==> src/rtl/interrupt_sequencer_if.sv <==
// Bus and handshake bundle between the instruction loader, the bus muxes
// and the interrupt sequencer. The master drives requests and bus inputs;
// the slave (the sequencer) drives addresses, write data and strobes.
interface interrupt_sequencer_if;
  logic        enableFFs;
  logic        start;
  logic        srcReset;
  logic        srcNmi;
  logic        srcBrk;
  logic        nmiLate;
  logic [15:0] pc;
  logic [7:0]  psr;
  logic [7:0]  sp;
  logic [7:0]  dataIn;

  logic [15:0] addressOut;
  logic [7:0]  dataOut;
  logic        writeEnable;
  logic [7:0]  spNext;
  logic        spWrite;
  logic [15:0] pcNext;
  logic        pcLoad;
  logic        interruptFlagWasSet;
  logic        setIFlag;
  logic        busy;

  modport master (
    output enableFFs, start, srcReset, srcNmi, srcBrk, nmiLate,
           pc, psr, sp, dataIn,
    input  addressOut, dataOut, writeEnable, spNext, spWrite,
           pcNext, pcLoad, interruptFlagWasSet, setIFlag, busy
  );

  modport slave (
    input  enableFFs, start, srcReset, srcNmi, srcBrk, nmiLate,
           pc, psr, sp, dataIn,
    output addressOut, dataOut, writeEnable, spNext, spWrite,
           pcNext, pcLoad, interruptFlagWasSet, setIFlag, busy
  );
endinterface

==> src/rtl/interrupt_sequencer.sv <==
// 6502 interrupt/reset entry sequencer: dummy read, three stack pushes
// (suppressed for RESET), two vector reads, then a PC load. A late NMI
// during T1-T4 hijacks an IRQ/BRK onto the NMI vector.
module interrupt_sequencer (
  input  logic                  clk,
  input  logic                  rst,
  interrupt_sequencer_if.slave  bus
);

  typedef enum logic [2:0] {
    IDLE,
    T1_DUMMY,
    T2_PUSH_PCH,
    T3_PUSH_PCL,
    T4_PUSH_P,
    T5_VEC_LO,
    T6_VEC_HI
  } state_t;

  typedef enum logic [1:0] {
    SRC_IRQ,
    SRC_BRK,
    SRC_NMI,
    SRC_RESET
  } src_t;

  localparam logic [15:0] VEC_NMI   = 16'hFFFA;
  localparam logic [15:0] VEC_RESET = 16'hFFFC;
  localparam logic [15:0] VEC_IRQ   = 16'hFFFE;

  state_t      state;
  src_t        src;
  logic [15:0] ret_addr;
  logic [7:0]  sp_cur;
  logic [7:0]  vec_lo;
  logic [15:0] vec_base;

  src_t        start_src;
  logic        in_push;
  logic        hijack;
  logic [7:0]  pushed_p;

  // Decode the requesting source with RESET > NMI > BRK > IRQ priority.
  always_comb begin
    // NOTE: every signal assigned in a combinational block gets a default
    // first, otherwise a missing branch silently infers a latch.
    start_src = SRC_IRQ;
    if (bus.srcReset)    start_src = SRC_RESET;
    else if (bus.srcNmi) start_src = SRC_NMI;
    else if (bus.srcBrk) start_src = SRC_BRK;
  end

  assign in_push = (state == T2_PUSH_PCH) || (state == T3_PUSH_PCL) ||
                   (state == T4_PUSH_P);

  // A late NMI only redirects maskable sources, and only before the vector fetch.
  assign hijack = bus.nmiLate &&
                  ((src == SRC_IRQ) || (src == SRC_BRK)) &&
                  ((state == T1_DUMMY) || in_push);

  // Pushed status: bit 5 always set, B only for a software BRK.
  assign pushed_p = (src == SRC_BRK) ? (bus.psr | 8'h30)
                                     : ((bus.psr | 8'h20) & 8'hEF);

  // Sequence state and per-sequence registers; all advance only when enabled.
  always_ff @(posedge clk or posedge rst) begin
    if (rst) begin
      // NOTE: sequential state uses non-blocking assignments so every
      // register samples pre-edge values regardless of statement order.
      state    <= IDLE;
      src      <= SRC_IRQ;
      ret_addr <= 16'h0000;
      sp_cur   <= 8'h00;
      vec_lo   <= 8'h00;
      vec_base <= 16'h0000;
    end else if (bus.enableFFs) begin
      if (hijack) vec_base <= VEC_NMI;
      case (state)
        IDLE: begin
          if (bus.start) begin
            src      <= start_src;
            ret_addr <= (start_src == SRC_BRK) ? bus.pc + 16'd1 : bus.pc;
            sp_cur   <= bus.sp;
            case (start_src)
              SRC_RESET: vec_base <= VEC_RESET;
              SRC_NMI:   vec_base <= VEC_NMI;
              default:   vec_base <= VEC_IRQ;
            endcase
            state <= T1_DUMMY;
          end
        end
        T1_DUMMY:    state <= T2_PUSH_PCH;
        T2_PUSH_PCH: begin
          sp_cur <= sp_cur - 8'd1;
          state  <= T3_PUSH_PCL;
        end
        T3_PUSH_PCL: begin
          sp_cur <= sp_cur - 8'd1;
          state  <= T4_PUSH_P;
        end
        T4_PUSH_P: begin
          sp_cur <= sp_cur - 8'd1;
          state  <= T5_VEC_LO;
        end
        T5_VEC_LO: begin
          vec_lo <= bus.dataIn;
          state  <= T6_VEC_HI;
        end
        T6_VEC_HI:   state <= IDLE;
        default:     state <= IDLE;
      endcase
    end
  end

  // Bus outputs decoded from state and registers; strobes gated by the enable.
  always_comb begin
    bus.addressOut          = 16'h0000;
    bus.dataOut             = 8'h00;
    bus.writeEnable         = 1'b0;
    bus.spNext              = 8'h00;
    bus.spWrite             = 1'b0;
    bus.pcNext              = 16'h0000;
    bus.pcLoad              = 1'b0;
    bus.interruptFlagWasSet = 1'b0;
    bus.setIFlag            = 1'b0;
    bus.busy                = (state != IDLE);
    case (state)
      T1_DUMMY: bus.addressOut = bus.pc;
      T2_PUSH_PCH, T3_PUSH_PCL, T4_PUSH_P: begin
        bus.addressOut = {8'h01, sp_cur};
        bus.spNext     = sp_cur - 8'd1;
        bus.spWrite    = bus.enableFFs;
        if (src != SRC_RESET) begin
          bus.writeEnable = bus.enableFFs;
          case (state)
            T2_PUSH_PCH: bus.dataOut = ret_addr[15:8];
            T3_PUSH_PCL: bus.dataOut = ret_addr[7:0];
            default:     bus.dataOut = pushed_p;
          endcase
        end
      end
      T5_VEC_LO: begin
        bus.addressOut          = vec_base;
        bus.setIFlag            = bus.enableFFs;
        bus.interruptFlagWasSet = bus.enableFFs;
      end
      T6_VEC_HI: begin
        bus.addressOut = vec_base + 16'd1;
        bus.pcNext     = {bus.dataIn, vec_lo};
        bus.pcLoad     = bus.enableFFs;
      end
      default: ;
    endcase
  end

endmodule

==> src/flat_wrapper.sv <==
// flat-port wrapper written by rule: the top's interface ports become plain ports
module interrupt_sequencer_flat 
  (clk, rst, bus_enableFFs, bus_start, bus_srcReset, bus_srcNmi, bus_srcBrk, bus_nmiLate, bus_pc, bus_psr, bus_sp, bus_dataIn, bus_addressOut, bus_dataOut, bus_writeEnable, bus_spNext, bus_spWrite, bus_pcNext, bus_pcLoad, bus_interruptFlagWasSet, bus_setIFlag, bus_busy);
  interrupt_sequencer_if bus_i ();
  input  logic clk;
  input  logic rst;
  input wire logic [$bits(bus_i.enableFFs)-1:0] bus_enableFFs;
  input wire logic [$bits(bus_i.start)-1:0] bus_start;
  input wire logic [$bits(bus_i.srcReset)-1:0] bus_srcReset;
  input wire logic [$bits(bus_i.srcNmi)-1:0] bus_srcNmi;
  input wire logic [$bits(bus_i.srcBrk)-1:0] bus_srcBrk;
  input wire logic [$bits(bus_i.nmiLate)-1:0] bus_nmiLate;
  input wire logic [$bits(bus_i.pc)-1:0] bus_pc;
  input wire logic [$bits(bus_i.psr)-1:0] bus_psr;
  input wire logic [$bits(bus_i.sp)-1:0] bus_sp;
  input wire logic [$bits(bus_i.dataIn)-1:0] bus_dataIn;
  output wire logic [$bits(bus_i.addressOut)-1:0] bus_addressOut;
  output wire logic [$bits(bus_i.dataOut)-1:0] bus_dataOut;
  output wire logic [$bits(bus_i.writeEnable)-1:0] bus_writeEnable;
  output wire logic [$bits(bus_i.spNext)-1:0] bus_spNext;
  output wire logic [$bits(bus_i.spWrite)-1:0] bus_spWrite;
  output wire logic [$bits(bus_i.pcNext)-1:0] bus_pcNext;
  output wire logic [$bits(bus_i.pcLoad)-1:0] bus_pcLoad;
  output wire logic [$bits(bus_i.interruptFlagWasSet)-1:0] bus_interruptFlagWasSet;
  output wire logic [$bits(bus_i.setIFlag)-1:0] bus_setIFlag;
  output wire logic [$bits(bus_i.busy)-1:0] bus_busy;
  assign bus_i.enableFFs = bus_enableFFs;
  assign bus_i.start = bus_start;
  assign bus_i.srcReset = bus_srcReset;
  assign bus_i.srcNmi = bus_srcNmi;
  assign bus_i.srcBrk = bus_srcBrk;
  assign bus_i.nmiLate = bus_nmiLate;
  assign bus_i.pc = bus_pc;
  assign bus_i.psr = bus_psr;
  assign bus_i.sp = bus_sp;
  assign bus_i.dataIn = bus_dataIn;
  assign bus_addressOut = bus_i.addressOut;
  assign bus_dataOut = bus_i.dataOut;
  assign bus_writeEnable = bus_i.writeEnable;
  assign bus_spNext = bus_i.spNext;
  assign bus_spWrite = bus_i.spWrite;
  assign bus_pcNext = bus_i.pcNext;
  assign bus_pcLoad = bus_i.pcLoad;
  assign bus_interruptFlagWasSet = bus_i.interruptFlagWasSet;
  assign bus_setIFlag = bus_i.setIFlag;
  assign bus_busy = bus_i.busy;
  interrupt_sequencer u_core (.clk(clk), .rst(rst), .bus(bus_i));
endmodule
==> config.mk <==
export PLATFORM = sky130hd
export DESIGN_NAME = interrupt_sequencer_flat
export DESIGN_NICKNAME = d
export VERILOG_FILES = /design/src/rtl/interrupt_sequencer_if.sv /design/src/rtl/interrupt_sequencer.sv /design/src/flat_wrapper.sv
export SDC_FILE = /design/constraint.sdc
export NUM_CORES = 1
export LEC_CHECK = 0
export BUFFER_PORTS_ARGS = -buffer_cell sky130_fd_sc_hd__buf_2
export CELL_PAD_IN_SITES_DETAIL_PLACEMENT = 1
export CELL_PAD_IN_SITES_GLOBAL_PLACEMENT = 1
export CORE_MARGIN = 2
export CORE_UTILIZATION = 35
export CTS_CLUSTER_DIAMETER = 30
export DETAILED_ROUTE_END_ITERATION = 10
export GPL_ROUTABILITY_DRIVEN = 0
export PLACE_DENSITY = 0.73
export SLEW_MARGIN = 10
export SYNTH_ARGS = -nofsm -noshare
export SYNTH_HDL_FRONTEND = slang
export SYNTH_SLANG_ARGS = --single-unit
export TNS_END_PERCENT = 5
==> constraint.sdc <==
create_clock -name clk -period 4.8 [get_ports clk]
set_input_delay 0.96 -clock clk [delete_from_list [all_inputs] [get_ports clk]]
set_output_delay 0.96 -clock clk [all_outputs]
set_load 0.02 [all_outputs]
==> results by group <==
Detailed routing
  • Final antenna-violating net count: 0
  • DR DRC count: 0
  • Final wirelength: about 12 mm
  • Initial DRC Count: approximately 170
  • Avg Vias per Cell: 5.446
  • Routed wire per std cell: roughly 18 um
  • Vias post-DR: 3,665
  • TritonRoute pass-1 iters: 4

Setup path
  • Largest stage delay on the critical path: 0.75 ns
  • Required @ worst endpoint: 3.84 ns
  • Crit-path max FO: 22
  • CP max stage cell: dfrtp_1
  • Type of origin of the critical path: flop
  • CP cell instances: nor3b_1, or2_2, nand2_1, a211oi_1, buf_2
  • Worst Setup End Kind: primary output
  • Critical path arrival: between 2 and 3 ns
  • Critical Setup Path Class: flop to primary output
  • Worst r2r path cells: 4

Synthesis
  • FF+latch count, synth: between 50 and 60
  • Seq/Total Area, Yosys: 0.3497
  • Asr flop ratio synth: 1.000
  • Mapped Avg Cell Area: ~8.4 sq um
  • Library cells used by synthesis: 54
  • Yosys warns: 0
  • Top-count cell post-synth: dfrtp_1
  • Main flop type after synthesis: dfrtp_1
  • Synth cell count leaders: 53 x dfrtp_1, 44 x nand2_1, 37 x nor2_1
  • Synth Cell Area: ~3800 sq um
  • Dominant cells by area after synthesis: dfrtp_1 35%, mux2i_1 8.4%, xnor2_1 4.4%, nand2_1 4.4%, nor2_1 3.7%
  • Number of flops mapped to enable cells by yosys: 0
  • Total nets after synthesis: just over 500
  • Cells after Synth: ~450
  • Top cell type's share of synthesized area: 0.3497
  • Area leader, netlist: dfrtp_1

Die
  • I/O Pins: around 100
  • DIE AREA: ~12,000 sq um
  • Die W: roughly 110 um
  • Starting Density: 0.3545
  • Core area: about 11,000 sq um
  • # rows: 38
  • Chip Height: about 110 um

Timing
  • RSZ-0062 raised after global routing: no
  • Worst-margin pin slew: 0.9481 ns
  • Max-slew headroom: 0.3679
  • Final setup fails: 0
  • Period utilisation layout: 0.7963
  • Final hold violations: 0
  • Clock Skews: 0.009238 ns
  • Setup TNS: 0 ns
  • Min Tclk post-route: between 3 and 4 ns
  • Hold WS: approximately 0.48 ns
  • PnR worst setup slack: approximately 1 ns
  • Final slew viol count: 0
  • Highest clock rate: about 0.26 GHz

Pwr
  • VDD IR max: roughly 0.00024 V
  • Leakage: between 2 and 2.5 nW
  • Pwr Density: roughly 570 nW/um^2

Final layout
  • # diodes: 0
  • Area Overhead vs Synth: 17.49%
  • Layout cells sized above 1: 0.2439
  • Number of fill cells: approximately 1,300
  • Final nets: roughly 580
  • Multi-input gate area: approximately 2200 sq um
  • Finished Cell Area: about 4500 sq um
  • Register area: around 1300 sq um

CTS
  • Root Driver: clkbuf_8
  • CTS resizes: 0
  • CTS Buf Count: 5
  • CTS tree: done
  • H-tree levels: 2
  • CTS Hold Bufs: 0
  • Clk buf depth: 2
  • Clock-pin slew on the worst setup and hold paths: approximately 0.11 ns
  • Later-pin clock latency in the skew report: about 0.33 ns
  • Post-CTS Setup Repair Bufs: 0
  • Clock sink count: 53

Hold path
  • Worst hold stages: 2
  • Tightest Hold Check Type: flop to flop

GRT
  • Initial antenna violation count: 0
  • GRT Overall Usage: 0.2053
  • GRT overflow: 0
  • Largest net degree at the start of global routing: between 40 and 50
  • Vias in the first global route: 3,598
  • First-pass GRT wire length: roughly 19 mm

Place
  • Detail Placement HPWL: 8.862 mm
  • Area after DPL: 4360 sq um
  • IO Port Bufs: between 90 and 100
  • Place WS: roughly 1.4 ns

Flow run
  • Number of max-cap violations: 0

Run status
  • Status: finished clean
[final cells by class]
type                    count  share of cell area
flip-flops and latches     53              0.2977
clock inverters             3            0.005897
multi-input cells         346              0.5027
well taps                 140             0.03931
inverters                  21             0.01769
repair buffers            105              0.1213
clock buffers               5             0.01545
[per-layer routing]
layer / track usage / part of all wire / vias to the layer above
met3: 0.02833 / 0.044 / 10
li1: - / - / 1764
met5: 0 / 0 / -
met2: 0.3482 / 0.49 / 94
met1: 0.2800 / 0.46 / 1797
met4: 0.04304 / 0.0080 / 0
[cells in the final DEF, fill, tap and decap left out, types with 4 or more instances in the layout]
| cell | count |
|---|---|
| buf_2 | 99 |
| dfrtp_1 | 53 |
| nand2_1 | 44 |
| nor2_1 | 37 |
| mux2i_1 | 32 |
| o21ai_0 | 26 |
| inv_1 | 20 |
| and2_1 | 20 |
| xnor2_1 | 19 |
| nor3_1 | 19 |
| nand2b_1 | 15 |
| nor4_1 | 13 |
| nand3_1 | 10 |
| nand4_1 | 10 |
| a21oi_1 | 9 |
| mux2_2 | 9 |
| o221ai_1 | 7 |
| o22ai_1 | 7 |
| a211oi_1 | 7 |
| buf_4 | 6 |
| and3_1 | 5 |
| clkbuf_8 | 5 |
| nor3b_1 | 4 |
| xor2_1 | 4 |
| nand3b_1 | 4 |
| or4_1 | 4 |
| or3_1 | 4 |
[path summary, 6_finish.rpt]
kind	end	slack, ns	startpoint
max	bus_dataOut[4]	0.98	u_core.state[0]
min	u_core.ret_addr[10]	0.48	u_core.ret_addr[10]
max reg2reg	u_core.ret_addr[12]	1.99	u_core.state[0]
min reg2reg	u_core.ret_addr[10]	0.48	u_core.ret_addr[10]
max in group asynchronous	u_core.ret_addr[8]	3.42	rst
min in group asynchronous	u_core.vec_lo[3]	0.51	rst
[power by group]
group	switching, W	internal (W)	leakage, nW
logic	0.000886	0.000549	1.40
clock network	0.000177	0.000107	0.0487
registers	0.000204	0.000602	0.602
total	0.00127	0.00126	2.05
[kinds of logic (layout without fill, tap and decap cells)]
group                    after synthesis  count (layout)  share of synthesized area
AO/OA/AOI/OAI                         78              78                     0.1379
XOR/XNOR                              23              23                    0.05312
AND/OR/NAND/NOR                      201             201                     0.2785
flip-flops                            53              53                     0.3497
buffers and inverters                 53             134                    0.05971
multiplexers                          41              41                     0.1112
adder cells (fa/ha/maj)                3               3                   0.009899
[state kept, by name, summed over array words and instances, names as in the netlist]
name,flops
u_core.vec_lo,8
u_core.ret_addr,16
u_core.vec_base,16
u_core.sp_cur,8
u_core.src,2
u_core.state,3
[critical path: cells and delay by family, from the launching register on]
| family | cells | cell delay [ns] |
|---|---|---|
| flops | 1 | 0.75 |
| buf+inv | 1 | 0.23 |
| simple gates | 3 | 1.23 |
| compound gates | 1 | 0.33 |
[through the flow]
| stage | total power (W) | cells | util |
|---|---|---|---|
| 6_report | 0.002524 | 673 | 0.4165 |
| 5_1_grt | 0.002716 | 673 | 0.4165 |
| 4_1_cts | 0.002546 | 673 | 0.4165 |
| 3_5_place_dp | 0.002257 | 665 | 0.4076 |
| 3_3_place_gp | 0.002205 | 665 | 0.4076 |
| 2_1_floorplan | 0.001797 | 452 | - |
Power figures use the tool's default switching activity.
